==> src/rtl/axi4_lite_arbiter_2to1_pkg.sv <==
// Shared definitions for the 2:1 AXI4-Lite arbiter: FSM encodings, response codes, default widths.
package axi4_lite_arbiter_2to1_pkg;

  localparam int AXI_ADDR_W = 32;
  localparam int AXI_DATA_W = 32;

  localparam logic [1:0] RESP_OKAY   = 2'b00;
  localparam logic [1:0] RESP_SLVERR = 2'b10;

  typedef enum logic [1:0] {
    W_IDLE = 2'd0,
    W_ADDR = 2'd1,
    W_RESP = 2'd2
  } wr_state_t;

  typedef enum logic [1:0] {
    R_IDLE = 2'd0,
    R_ADDR = 2'd1,
    R_DATA = 2'd2
  } rd_state_t;

endpackage

==> src/rtl/axi4_lite_arbiter_2to1_rr_arbiter2.sv <==
// Two-requester round-robin pick: on a tie the requester that was not served last wins.
module axi4_lite_arbiter_2to1_rr_arbiter2 (
  input  logic [1:0] i_req,
  input  logic       i_last,
  output logic [1:0] o_grant
);

  always_comb begin
    o_grant = 2'b00;
    case (i_req)
      2'b01:   o_grant = 2'b01;
      2'b10:   o_grant = 2'b10;
      2'b11:   o_grant = i_last ? 2'b01 : 2'b10;
      default: o_grant = 2'b00;
    endcase
  end

endmodule

==> src/rtl/axi4_lite_arbiter_2to1.sv <==
// Shares one AXI4-Lite slave between two masters; read and write paths arbitrate independently.
//   state  | meaning
//   *_IDLE | no grant, arbitrating among valid requests
//   W_ADDR | forwarding AW/W of granted master until both handshakes done
//   W_RESP | routing B back to granted master
//   R_ADDR | forwarding AR of granted master
//   R_DATA | routing R back to granted master
module axi4_lite_arbiter_2to1
  import axi4_lite_arbiter_2to1_pkg::*;
#(
  parameter int ADDR_W = AXI_ADDR_W,
  parameter int DATA_W = AXI_DATA_W,
  localparam int STRB_W = DATA_W / 8
) (
  input  logic                  aclk,
  input  logic                  aresetn,
  input  logic [2*ADDR_W-1:0]   m_awaddr_in,
  input  logic [5:0]            m_awprot_in,
  input  logic [1:0]            m_awvalid_in,
  output logic [1:0]            m_awready_out,
  input  logic [2*DATA_W-1:0]   m_wdata_in,
  input  logic [2*STRB_W-1:0]   m_wstrb_in,
  input  logic [1:0]            m_wvalid_in,
  output logic [1:0]            m_wready_out,
  output logic [3:0]            m_bresp_out,
  output logic [1:0]            m_bvalid_out,
  input  logic [1:0]            m_bready_in,
  input  logic [2*ADDR_W-1:0]   m_araddr_in,
  input  logic [5:0]            m_arprot_in,
  input  logic [1:0]            m_arvalid_in,
  output logic [1:0]            m_arready_out,
  output logic [2*DATA_W-1:0]   m_rdata_out,
  output logic [3:0]            m_rresp_out,
  output logic [1:0]            m_rvalid_out,
  input  logic [1:0]            m_rready_in,
  output logic [ADDR_W-1:0]     s_awaddr_out,
  output logic [2:0]            s_awprot_out,
  output logic                  s_awvalid_out,
  input  logic                  s_awready_in,
  output logic [DATA_W-1:0]     s_wdata_out,
  output logic [STRB_W-1:0]     s_wstrb_out,
  output logic                  s_wvalid_out,
  input  logic                  s_wready_in,
  input  logic [1:0]            s_bresp_in,
  input  logic                  s_bvalid_in,
  output logic                  s_bready_out,
  output logic [ADDR_W-1:0]     s_araddr_out,
  output logic [2:0]            s_arprot_out,
  output logic                  s_arvalid_out,
  input  logic                  s_arready_in,
  input  logic [DATA_W-1:0]     s_rdata_in,
  input  logic [1:0]            s_rresp_in,
  input  logic                  s_rvalid_in,
  output logic                  s_rready_out,
  output logic [1:0]            wr_grant_out,
  output logic [1:0]            rd_grant_out
);

  wr_state_t  r_wr_state, w_wr_state_nxt;
  rd_state_t  r_rd_state, w_rd_state_nxt;
  logic [1:0] r_wr_grant, r_rd_grant, w_wr_arb, w_rd_arb;
  logic       r_wr_last, r_rd_last, r_aw_done, r_w_done;
  logic       w_wr_g, w_rd_g, w_aw_hs, w_w_hs, w_b_hs, w_ar_hs, w_r_hs;

  assign w_wr_g = r_wr_grant[1];
  assign w_rd_g = r_rd_grant[1];
  assign wr_grant_out = r_wr_grant;
  assign rd_grant_out = r_rd_grant;

  axi4_lite_arbiter_2to1_rr_arbiter2 u_wr_arb (
    .i_req(m_awvalid_in), .i_last(r_wr_last), .o_grant(w_wr_arb));
  axi4_lite_arbiter_2to1_rr_arbiter2 u_rd_arb (
    .i_req(m_arvalid_in), .i_last(r_rd_last), .o_grant(w_rd_arb));

  // Payloads are muxed from the current grant; responses are broadcast and qualified by valid.
  assign s_awaddr_out = w_wr_g ? m_awaddr_in[2*ADDR_W-1:ADDR_W] : m_awaddr_in[ADDR_W-1:0];
  assign s_awprot_out = w_wr_g ? m_awprot_in[5:3] : m_awprot_in[2:0];
  assign s_wdata_out  = w_wr_g ? m_wdata_in[2*DATA_W-1:DATA_W] : m_wdata_in[DATA_W-1:0];
  assign s_wstrb_out  = w_wr_g ? m_wstrb_in[2*STRB_W-1:STRB_W] : m_wstrb_in[STRB_W-1:0];
  assign s_araddr_out = w_rd_g ? m_araddr_in[2*ADDR_W-1:ADDR_W] : m_araddr_in[ADDR_W-1:0];
  assign s_arprot_out = w_rd_g ? m_arprot_in[5:3] : m_arprot_in[2:0];
  assign m_bresp_out  = {2{s_bresp_in}};
  assign m_rdata_out  = {2{s_rdata_in}};
  assign m_rresp_out  = {2{s_rresp_in}};

  always_comb begin
    w_wr_state_nxt = r_wr_state;
    m_awready_out  = 2'b00;
    m_wready_out   = 2'b00;
    m_bvalid_out   = 2'b00;
    s_awvalid_out  = 1'b0;
    s_wvalid_out   = 1'b0;
    s_bready_out   = 1'b0;
    w_aw_hs        = 1'b0;
    w_w_hs         = 1'b0;
    w_b_hs         = 1'b0;
    case (r_wr_state)
      W_IDLE: if (|w_wr_arb) w_wr_state_nxt = W_ADDR;
      W_ADDR: begin
        // A completed channel is masked so a still-valid master cannot handshake twice.
        s_awvalid_out         = m_awvalid_in[w_wr_g] & ~r_aw_done;
        s_wvalid_out          = m_wvalid_in[w_wr_g] & ~r_w_done;
        m_awready_out[w_wr_g] = s_awready_in & ~r_aw_done;
        m_wready_out[w_wr_g]  = s_wready_in & ~r_w_done;
        w_aw_hs               = s_awvalid_out & s_awready_in;
        w_w_hs                = s_wvalid_out & s_wready_in;
        if ((r_aw_done | w_aw_hs) & (r_w_done | w_w_hs)) w_wr_state_nxt = W_RESP;
      end
      W_RESP: begin
        m_bvalid_out[w_wr_g] = s_bvalid_in;
        s_bready_out         = m_bready_in[w_wr_g];
        w_b_hs               = s_bvalid_in & m_bready_in[w_wr_g];
        if (w_b_hs) w_wr_state_nxt = W_IDLE;
      end
      default: w_wr_state_nxt = W_IDLE;
    endcase
  end

  always_comb begin
    w_rd_state_nxt = r_rd_state;
    m_arready_out  = 2'b00;
    m_rvalid_out   = 2'b00;
    s_arvalid_out  = 1'b0;
    s_rready_out   = 1'b0;
    w_ar_hs        = 1'b0;
    w_r_hs         = 1'b0;
    case (r_rd_state)
      R_IDLE: if (|w_rd_arb) w_rd_state_nxt = R_ADDR;
      R_ADDR: begin
        s_arvalid_out         = m_arvalid_in[w_rd_g];
        m_arready_out[w_rd_g] = s_arready_in;
        w_ar_hs               = s_arvalid_out & s_arready_in;
        if (w_ar_hs) w_rd_state_nxt = R_DATA;
      end
      R_DATA: begin
        m_rvalid_out[w_rd_g] = s_rvalid_in;
        s_rready_out         = m_rready_in[w_rd_g];
        w_r_hs               = s_rvalid_in & m_rready_in[w_rd_g];
        if (w_r_hs) w_rd_state_nxt = R_IDLE;
      end
      default: w_rd_state_nxt = R_IDLE;
    endcase
  end

  always_ff @(posedge aclk) begin
    if (!aresetn) begin
      r_wr_state <= W_IDLE;
      r_wr_grant <= 2'b00;
      r_wr_last  <= 1'b1;
      r_aw_done  <= 1'b0;
      r_w_done   <= 1'b0;
      r_rd_state <= R_IDLE;
      r_rd_grant <= 2'b00;
      r_rd_last  <= 1'b1;
    end else begin
      r_wr_state <= w_wr_state_nxt;
      r_rd_state <= w_rd_state_nxt;
      case (r_wr_state)
        W_IDLE: if (|w_wr_arb) r_wr_grant <= w_wr_arb;
        W_ADDR: begin
          if (w_aw_hs) r_aw_done <= 1'b1;
          if (w_w_hs)  r_w_done  <= 1'b1;
        end
        W_RESP: if (w_b_hs) begin
          r_wr_last  <= w_wr_g;
          r_wr_grant <= 2'b00;
          r_aw_done  <= 1'b0;
          r_w_done   <= 1'b0;
        end
        default: ;
      endcase
      case (r_rd_state)
        R_IDLE: if (|w_rd_arb) r_rd_grant <= w_rd_arb;
        R_DATA: if (w_r_hs) begin
          r_rd_last  <= w_rd_g;
          r_rd_grant <= 2'b00;
        end
        default: ;
      endcase
    end
  end

endmodule

==> config.mk <==
export PLATFORM = sky130hd
export DESIGN_NAME = axi4_lite_arbiter_2to1
export DESIGN_NICKNAME = d
export VERILOG_FILES = /design/src/rtl/axi4_lite_arbiter_2to1_pkg.sv /design/src/rtl/axi4_lite_arbiter_2to1_rr_arbiter2.sv /design/src/rtl/axi4_lite_arbiter_2to1.sv
export SDC_FILE = /design/constraint.sdc
export NUM_CORES = 1
export LEC_CHECK = 0
export CORE_AREA = 2 2 178 180
export DETAILED_ROUTE_END_ITERATION = 8
export DIE_AREA = 0 0 180 182
export GPL_ROUTABILITY_DRIVEN = 0
export PLACE_DENSITY = 0.38
export SETUP_SLACK_MARGIN = 0.4
export SLEW_MARGIN = 20
export SYNTH_ARGS = -nofsm -noshare
export SYNTH_HDL_FRONTEND = slang
export SYNTH_SLANG_ARGS = --single-unit
==> constraint.sdc <==
create_clock -name aclk -period 2.69 [get_ports aclk]
set_input_delay 0.269 -clock aclk [delete_from_list [all_inputs] [get_ports aclk]]
set_output_delay 0.269 -clock aclk [all_outputs]
set_load 0.01 [all_outputs]
Word-level counts from Yosys, hierarchy flattened
Index checks and enable logic that the tools add are counted.
{"block": "totals", "register_bits": 12, "wordCells": 125}
{"block": "classes", "order_cmp": 4, "n_eq_ne": 20, "muxes": 57, "bitwise_logic": 19, "reduce_logical": 17}
{"operator": "$mux W32", "n": 3}
{"operator": "$mux W2", "n": 17}
{"operator": "$mux W1", "n": 24}
{"operator": "$pmux W2 S3", "n": 4}
{"operator": "$ne A2 B2 Y1 const B", "n": 10}
{"operator": "$reduce_and A3 Y1", "n": 6}
{"operator": "$eq A2 B2 Y1 const B", "n": 6}
{"operator": "$and A1 B1 Y1", "n": 10}
{"operator": "$and A2 B2 Y2", "n": 5}
{"operator": "$eq A2 B1 Y1 const B", "n": 4}
{"operator": "$pmux W2 S2", "n": 2}
{"operator": "$mux W3", "n": 2}
{"operator": "$reduce_bool A2 Y1", "n": 3}
{"operator": "$logic_not A2 Y1", "n": 2}
{"operator": "$lt A1 B2 Y1 const B", "n": 2}
{"operator": "$mux W4", "n": 1}
{"operator": "$pmux W1 S2", "n": 2}
{"operator": "$reduce_and A2 Y1", "n": 2}
{"operator": "$reduce_or A2 Y1", "n": 2}
{"operator": "$demux W1 S1", "n": 2}
{"operator": "$ge A1 B1 Y1 const B", "n": 2}
{"operator": "$logic_and A1 B1 Y1", "n": 2}
{"operator": "$not A1 Y1", "n": 2}
{"operator": "$or A1 B1 Y1", "n": 2}

Longest topological paths before layout
Gate-level depths: netlist (run 1).
{"block": "depth", "depth_word": 8, "depth_mapped": 5, "mapped_depth_nobuf": 4}

Modules after synthesis
A second synthesis (run 1) with hierarchy kept.
{"block": "hier_totals", "hier_cells": 284, "hier_area_um2": 2580.0}
{"module": "axi4_lite_arbiter_2to1", "n_inst": 1, "cells_each": 278, "area_per_inst_um2": 2542.4, "seq_area_each_um2": 240.2}
{"module": "axi4_lite_arbiter_2to1_rr_arbiter2", "n_inst": 2, "cells_each": 3, "area_per_inst_um2": 18.8, "seq_area_each_um2": 0.0}

Least setup slack after synthesis (run 1)
Ideal clock, no wire load.
{"block": "synth_path", "kind": "reg-to-output", "startpoint": "register r_wr_grant[1] (netlist: wr_grant_out[1])", "endpoint": "output port s_wstrb_out[1]", "arrival_time_ns": 1.285, "path_slack_ns": 1.136, "stages_incl_launch_ff": 5, "path_cell_list": "dfxtp_1 > buf_6 > buf_2 > buf_2 > mux2_2"}
{"block": "synth_between", "elab_chain_cells": 1}
{"element": "start: declaration", "line": "axi4_lite_arbiter_2to1.sv:61", "rtl": "logic [1:0] r_wr_grant, r_rd_grant, w_wr_arb, w_rd_arb;"}
{"element": "start signal: assignment", "line": "axi4_lite_arbiter_2to1.sv:159", "rtl": "W_IDLE: if (|w_wr_arb) r_wr_grant <= w_wr_arb;"}
{"element": "$mux W4", "line": "axi4_lite_arbiter_2to1.sv:79", "rtl": "assign s_wstrb_out = w_wr_g ? m_wstrb_in[2*STRB_W-1:STRB_W] : m_wstrb_in[STRB_W-1:0];"}
{"element": "end: declaration", "line": "axi4_lite_arbiter_2to1.sv:41", "rtl": "output logic [STRB_W-1:0] s_wstrb_out,"}
Every way passes these cells.

Final worst setup path (run 1)
{"block": "layout_path", "startpoint": "register r_wr_grant[1] (netlist: wr_grant_out[1])", "endpoint": "output port s_awaddr_out[30]"}
{"block": "layout_between", "elab_chain_cells": 1}
{"element": "$mux W32", "line": "axi4_lite_arbiter_2to1.sv:76", "rtl": "assign s_awaddr_out = w_wr_g ? m_awaddr_in[2*ADDR_W-1:ADDR_W] : m_awaddr_in[ADDR_W-1:0];"}
{"element": "end: declaration", "line": "axi4_lite_arbiter_2to1.sv:36", "rtl": "output logic [ADDR_W-1:0] s_awaddr_out,"}
Every way passes these cells.

==> results.md, run 1 <==
* Post-Synth Simple-Gate Area at 10.3%
* Hold_sp: r_w_done$_SDFFE_PN0P_
* Fill cells at between 3,000 and 4,000
* RSZ-0062 raised after global routing: yes
* Max stage delay on crit path at 500 ps
* Fin. max-slew vios at 0
* R2r startpoint: wr_grant_out[1]$_SDFFE_PN0P_
* Compound-Gate Fraction of Synth Area at 5.74%
* Worst setup SP type: flop
* Clock sink count at 12
* Synth cell count leaders: mux2_2 (107), buf_4 (72), buf_2 (13)
* CTS tree: done
* EDFF count, synth at 0
* Final setup violation count at 0
* CP Data Required Time at around 2400 ps
* Period minus WS final at 2260 ps
* Average cell area after synthesis at 8.89 um^2
* Leading area contributor after synthesis: mux2_2
* DR vias at 3,211
* Yosys warns at 0
* Die X at 180 um
* Hold Path Class: flop to flop
* Kind of critical path: flop to primary output
* Slowest CP cell: clkdlybuf4s50_1
* Yosys cell types at 35
* Synth Area in Adders at 0%
* Die height at 182 um
* DRT Pass-1 Iters at 4
* Initial drt markers at 38
* ANT nets after route at 0
* Share of the synthesized area in the top cell type at 46.9%
* Largest net degree at the start of global routing at 42
* First-pass GRT wire length at 24,000 um
* Mux cell area share after synthesis at 49.6%
* CTS buffer count at 3
* CP arrival at 1990 ps
* Port Buffers at 353
* # diodes at 0
* Hold_buf cts at 0
* Setup tns final at 0 ps
* WL met1 at 5850 um
* Final HPWL DP at around 16,000 um
* Row cnt at 65
* Starting Density at just over 8%
* Core area at 0.0310 mm^2
* Area Overhead vs Synth at 141%
* Largest family of logic cells by synthesized area: multiplexers
* Multi-input gate area at 0.00170 mm^2
* Total power per unit cell area at 260 mW/mm^2
* Status: completed
* CP Max Fanout at between 40 and 50
* Measured slew at the worst slew-check pin at 518 ps
* Register area at ~250 um^2
* Pwr Total at between 1.5 and 2 mW
* Clock skew at around 0.45 ps
* Max Cap Violations at 0
* Final WL at 17,600 um
* Final hold violation count at 0
* Avg WL per Cell at approximately 18 um
* Post-Synth XOR/XNOR Area at 0%
* Final period utilization at between 80% and 90%
* Synth async-reset ratio at 0%
* Grt ovf at 0
* Worst relative slew slack at 65.4%
* Tot GR Track Use at under 10%
* Syn_nets at 554
* WL met2 at between 9000 and 10,000 um
* Ports at 462
* Cells after synthesis at between 200 and 300
* Top Layer Used: met4
* Lkg Pwr at around 2.2 nW
* Ys flop type: dfxtp_1
* Drt drc at 0
* Clock latency on the worst-skew pair at 240 ps
* Register area share after synthesis at 9.35%
* Cells taking the most area after synthesis: mux2_2 (47%), buf_4 (21%), dfxtp_1 (9.3%), buf_2 (2.5%), nor2_1 (1.8%)
* Vias in the first global route at 3,489
* Peak supply drop at about 210 uV
* Fmax at 443 MHz
* Clock buffer depth at 2
* Share of cells above drive strength 1 at 22.6%
* Final design utilization at 20.0%
* Seq cells post-synth at 12
* CP endpoint kind: primary output
* Wire length on met3 at around 2200 um
* Root Buffer: clkbuf_16
* Most frequent cell after synthesis: mux2_2
* Vias per inst at 3.32
* Internal reg-to-reg setup slack at 940 ps
* Initial antenna violation count at 1
* Cell area after synthesis at 0.00257 mm^2
* Die ar. at 0.0328 mm^2
* Critical path origin: wr_grant_out[1]$_SDFFE_PN0P_
* Crit path cell chain: buf_16 -> buf_4 -> mux2_2 -> clkdlybuf4s50_1
* Total Nets Final at approximately 830
* H-tree depth at 1
* Worst-path clk slew at 50 ps
[stage by stage]
| step | cell area [um^2] | std cells | hold slack, ps | setup slack [ps] |
|---|---|---|---|---|
| after floorplan | 2570 | 289 | 345 | 1140 |
| after global placement | 6070 | 964 | 481 | 232 |
| after detailed placement | 6070 | 964 | 491 | 211 |
| after CTS | 6180 | 968 | 500 | 393 |
| after global routing | 6180 | 968 | 507 | 360 |
| final | 6180 | 968 | 504 | 431 |
[path summary, 6_finish.rpt]
path | to | cells past startpoint
max | s_awaddr_out[30] | 4
min | r_w_done$_SDFFE_PN0P_ | 2
max reg2reg | r_wr_state[0]$_SDFFE_PN0P_ | 5
min reg2reg | r_w_done$_SDFFE_PN0P_ | 2
[sequential cells by signal (all words and copies together) (netlist names)]
| signal | count |
|---|---|
| r_aw_done | 1 |
| r_wr_state | 2 |
| r_wr_last | 1 |
| r_rd_state | 2 |
| r_rd_last | 1 |
| rd_grant_out | 2 |
| wr_grant_out | 2 |
| r_w_done | 1 |
[cells in the final DEF (no fill, tap or decap), types with 2 or more instances in the layout]
cell type | netlist | final
nor2_1 | 12 | 12
nand2b_1 | 3 | 3
clkbuf_16 | 0 | 3
mux2_2 | 107 | 107
and3_1 | 6 | 6
buf_4 | 72 | 6
mux2_4 | 2 | 2
and3b_1 | 2 | 2
nand2_1 | 11 | 11
inv_1 | 4 | 4
nor3_1 | 4 | 3
dfxtp_1 | 12 | 10
nand4b_1 | 2 | 2
a21oi_1 | 8 | 8
a21oi_2 | 2 | 2
and2_1 | 4 | 4
o21ai_0 | 3 | 3
clkdlybuf4s50_1 | 0 | 353
mux2i_1 | 4 | 3
[area by class of cell]
| type | count | area share [%] |
|---|---|---|
| repair buffers | 361 | 58.6 |
| multi-input cells | 184 | 27.5 |
| well taps | 402 | 8.13 |
| flip-flops and latches | 12 | 3.97 |
| clock buffers | 4 | 1.44 |
| inverters | 5 | 0.304 |
[report_power, final]
group	internal, mW	total, mW	switching [mW]	leakage, nW
registers	0.192	0.215	0.0227	0.0998
logic	0.716	1.08	0.365	2.02
clock network	0.225	0.313	0.0875	0.0442
[critical path, delay by kind of cell (launching register included)]
family | cells | cell delay, ps
buf+inv | 3 | 920
flops | 1 | 450
mux | 1 | 340
[per-layer routing]
metal  up-vias  track usage (%)
li1       1503                -
met3        10             4.73
met4         0             1.76
met5         -                0
met1      1418             9.32
met2       280             19.7
[timing repair]
item,in CTS,in global routing
endpoints found under the setup margin,4,22
gates resized for setup,4,0
buffers inserted,0,0
pin swaps,1,0
[cells by family after synthesis]
group	after synthesis
buffers and inverters	93
multiplexers	113
flip-flops	12
AO/OA/AOI/OAI	21
AND/OR/NAND/NOR	50
Note: power is estimated with default switching activity, not from simulation.
==> run 2: changes to the inputs <==
- CORE_AREA: 2 2 178 180 -> 2 2 179 181
- DIE_AREA: 0 0 180 182 -> 0 0 181 183
- PLACE_DENSITY: 0.38 -> 0.39
- clock period: 2.69 -> 2 ns (I/O delays scaled with it)
==> results.md, run 2 (synthesis results as in run 1) <==
* Status: completed
* Area Overhead vs Synth at 177%
* CTS buffer count at 3
* Die height at between 150 and 200 um
* Clock power frac at around 17%
* Most frequent cells in the layout: clkdlybuf4s50_1 (230), buf_6 (85), mux2_4 (74)
* Worst relative slew slack at between 70 and 80%
* Kind of critical path: flop to primary output
* Period minus WS final at 1690 ps
* Worst-path clk slew at around 50 ps
* Final period utilization at 84.4%
* Clock buffer depth at 2
* Setup tns final at 0 ps
* CP Max Fanout at 6
* Vias in the first global route at 3,778
* Power share of the combinational group at 71.6%
* Final hold violation count at 0
* Fin. max-slew vios at 0
* Final design utilization at a little under a quarter
* Share of cells above drive strength 1 at between 50% and 60%
* Peak supply drop at 308 uV
* Total Nets Final at ~880
* Die X at between 150 and 200 um
* CP arrival at 1490 ps
* First-pass GRT wire length at 25,400 um
* DR vias at 3,464
* Final HPWL DP at around 16,000 um
* Root Buffer: clkbuf_16
* Post-Layout Cell Count at slightly above 1,000
* Measured slew at the worst slew-check pin at 298 ps
* Max Cap Violations at 0
* Grt ovf at 0
* Internal at 1.73 mW
* Die ar. at 0.0331 mm^2
* Hold_buf cts at 0
* P_sw at 0.732 mW
* CP Data Required Time at 1800 ps
* Worst setup SP type: flop
* Commonest non-fill, non-tap cell in the layout: clkdlybuf4s50_1
* DRT Pass-1 Iters at 4
* Switching fraction of total power at 29.7%
* Port Buffers at 353
* Core area at 0.0312 mm^2
* CTS tree: done
* Clock latency on the worst-skew pair at about 240 ps
* Sequential share of power at around 12%
* CP endpoint kind: primary output
* Avg WL per Cell at 18.2 um
* Hold Path Class: primary input to primary output
* Clock skew at 0.837 ps
* Lkg Pwr at 2.98 nW
* Vias per inst at 3.42
* Clock sink count at 12
* Pwr Total at 2.47 mW
* Largest net degree at the start of global routing at 16
* Initial drt markers at 76
* Initial antenna violation count at 0
* RSZ-0062 raised after global routing: yes
* Fmax at 593 MHz
* Drt drc at 0
* Ports at approximately 460
* ANT nets after route at 0
* Tot GR Track Use at 10.4%
* Starting Density at 8.23%
* Final setup violation count at 0
* Final WL at 18,400 um
* Row cnt at 65
* Total instance count after detailed placement at 977
* H-tree depth at 1
* Total power per unit cell area at approximately 350 mW/mm^2
* # diodes at 0
[run 2: cell count changes in the layout (fill, tap and decap cells not counted), moves of 10 or more]
cell | previous run | this run
clkdlybuf4s50_1 | 353 | 230
buf_6 | 0 | 85
mux2_2 | 107 | 35
mux2_4 | 2 | 74
buf_2 | 0 | 30
buf_4 | 6 | 23
clkbuf_2 | 0 | 10
[run 2: metal layers]
metal  vias up  GRT usage, %  wire [um]
met5         -             0          0
met4         0          2.63        336
met3        18          4.65       2360
met2       294          20.2       9690
met1      1555          10.0       6040
li1       1597             -          -
[run 2: final cells by class]
type / count / area (um^2)
multi-input combinational: 184 / 2050
fill: 3405 / 24100
inverter: 5 / 18.8
sequential: 12 / 251
clock buffer: 4 / 88.8
timing repair buffer: 407 / 4200
tap: 402 / 503
[run 2: worst paths after layout]
kind | start | to | slack (ps) | cells after the start
worst max-delay path | wr_grant_out[1]$_SDFFE_PN0P_ | s_wdata_out[30] | 310 | 5
worst min register to register | wr_grant_out[0]$_SDFFE_PN0P_ | wr_grant_out[0]$_SDFFE_PN0P_ | 500 | 2
worst max register to register | wr_grant_out[1]$_SDFFE_PN0P_ | r_wr_state[0]$_SDFFE_PN0P_ | 410 | 6
worst min-delay path | s_rdata_in[27] | m_rdata_out[27] | 400 | 0
[run 2: through the flow]
step                      area (um^2)  worst slack [ps]  hold slack (ps)
after floorplan                  2570               515              276
after global placement           6180              26.5              400
after detailed placement         6180              50.2              400
after CTS                        6540               206              400
after global routing             7120               279              400
final                            7120               313              400
[run 2: power groups by stage]
stage	Sequential [mW]	Combinational [mW]	Clock (mW)
finish	0.285	1.77	0.415
global route	0.288	1.87	0.447
CTS	0.280	1.57	0.437
detailed placement	0.296	1.49	0
global placement	0.296	1.49	0
floorplan	0.278	0.627	0
[run 2: worst max-delay path: stages, from the launching register on]
cell and delay (ps):
dfxtp_4 400, buf_6 120, buf_12 130, clkbuf_16 160, mux2_4 300, buf_6 120
[run 2: timing repair]
| action | in CTS | in global routing |
|---|---|---|
| buffers inserted | 22 | 2 |
| endpoints found under the setup margin | 123 | 108 |
| pin swaps | 5 | 3 |
| cloned | 7 | 2 |
| gates resized for setup | 473 | 226 |
| endpoints found under the hold margin | 0 | 0 |
==> run 3: changes to the inputs <==
- CORE_AREA: 2 2 179 181 -> 2 2 181 183
- DIE_AREA: 0 0 181 183 -> 0 0 183 185
- PLACE_DENSITY: 0.39 -> 0.37
- clock period: 2 -> 1.6 ns (I/O delays scaled with it)
==> results.md, run 3 (synthesis results as in run 1) <==
* Fill cells at 3,439
* Die ar. at about 0.034 mm^2
* Failing checks: negative setup slack
* Fin. max-slew vios at 0
* Commonest non-fill, non-tap cell in the layout: clkdlybuf4s50_1
* Hold Path Class: primary input to primary output
* Core area at ~0.032 mm^2
* Final setup violation count at 36
* Initial antenna violation count at 3
* Lkg Pwr at ~3.4 nW
* Final hold violation count at 0
* Vias per inst at roughly 3.4
* Total instance count after detailed placement at roughly 1,000
* Worst hold stages at 0
* Largest net degree at the start of global routing at 13
* # diodes at 0
* Vias in the first global route at around 3,800
* R2r startpoint: wr_grant_out[1]$_SDFFE_PN0P_
* Share of cells above drive strength 1 at between 50% and 60%
* Ports at 462
* Register area at roughly 260 um^2
* Hold EP: m_bresp_out[1]
* Initial drt markers at 49
* Port Buffers at 353
* Tot GR Track Use at about a tenth
* First-pass GRT wire length at 23,900 um
* Max stage delay on crit path at 360 ps
* Avg WL per Cell at 17.1 um
* Internal reg-to-reg setup slack at 20 ps
* Worst r2r dst: r_wr_state[0]$_SDFFE_PN0P_
* CP endpoint kind: primary output
* Final WL at 17,900 um
* Worst relative slew slack at ~75%
* Die X at 183 um
* ANT nets after route at 0
* Fmax at 585 MHz
* Measured slew at the worst slew-check pin at 377 ps
* Setup ws final at -109 ps
* Post-Layout Cell Count at 1,051
* Delay-heaviest family, CP: buffers and inverters
* Total Nets Final at around 900
* Area Overhead vs Synth at 210%
* Period minus WS final at between 1500 and 2000 ps
* Final period utilization at 107%
* Root Buffer: clkbuf_16
* Critical path origin: wr_grant_out[1]$_SDFFE_PN0P_
* Most frequent cells in the layout: clkdlybuf4s50_1 (228), buf_6 (152), mux2_4 (107)
* CP Max Fanout at 7
* DR vias at 3,580
* Status: complete, but fails checks
* Starting Density at 8.02%
* Cell mode on critical path: buf_6
* CP bufs+invs at 5
* DRT Pass-1 Iters at 3
* Max Cap Violations at 0
* Kind of critical path: flop to primary output
* CTS buffer count at 3
* Peak supply drop at about 250 uV
* Hold_sp: s_bresp_in[1]
* H-tree depth at 1
* Worst Reg-to-Reg Cells at 7
* Pwr Total at 3.38 mW
* Clock latency on the worst-skew pair at 240 ps
* Drt drc at 0
* Slowest CP cell: dfxtp_4
* RSZ-0062 raised after global routing: yes
* CP Data Required Time at approximately 1400 ps
* Worst setup SP type: flop
* Total power per unit cell area at approximately 430 mW/mm^2
* Die height at 185 um
* Crit path cell chain: buf_6 -> buf_12 -> buf_8 -> buf_16 -> mux2_4 -> buf_6
* Row cnt at 66
* Clock buffer depth at 2
* Worst-path clk slew at approximately 50 ps
* Clock skew at 0.630 ps
* CP arrival at 1550 ps
* Clock sink count at 12
* Multi-input gate area at approximately 0.0023 mm^2
* Final HPWL DP at 15,300 um
* CTS tree: done
* Grt ovf at 0
==> run 3: timing repair <==
item / in CTS / in global routing
hold buffers: 0 / 0
buffers inserted: 30 / 8
pin swaps: 12 / 11
setup endpoints to repair: 136 / 134
gates resized for setup: 783 / 65
endpoints found under the hold margin: 0 / 0
gates cloned: 7 / 1
==> run 3: how the worst max path moves through the flow <==
stage                                 end  depth (start not counted)
2_1_floorplan  r_wr_state[0]$_SDFFE_PN0P_                          5
3_3_place_gp              m_bvalid_out[0]                          4
3_5_place_dp                s_awvalid_out                          4
4_1_cts                   s_wdata_out[27]                          6
5_1_grt                   s_wdata_out[27]                          6
6_report                  s_wdata_out[27]                          6
==> run 3: power breakdown <==
group | total [mW] | switching, mW | internal [mW]
Combinational | 2.51 | 0.802 | 1.70
Clock | 0.519 | 0.141 | 0.378
Sequential | 0.358 | 0.0358 | 0.322
Total | 3.38 | 0.979 | 2.41
==> run 3: metrics by stage <==
stage	setup TNS, ps	setup WS [ps]	cell area [um^2]	utilization (%)	hold slack, ps
after detailed placement	-6750	-190	6390	19.9	320
after global placement	-7100	-200	6390	19.9	320
final	-1310	-109	7960	24.8	320
after floorplan	0	338	2630	-	236
after global routing	-4010	-154	7960	24.8	320
after CTS	-2370	-128	7630	23.8	320
==> run 3: area by class of cell <==
type,count,area share [%]
Tap cell,408,6.41
Sequential cell,12,3.24
Multi-Input combinational cell,184,29.0
Timing Repair Buffer,438,60.0
Clock buffer,4,1.12
Inverter,5,0.236
==> run 3: routing by layer <==
layer	wire (um)	global-route usage [%]	part of all wire, %	vias up
li1	-	-	-	1664
met1	5730	8.69	32	1620
met2	9960	20.0	55	289
met3	2180	3.81	12	7
met4	79	0.960	0.44	0
met5	0	0	0	-
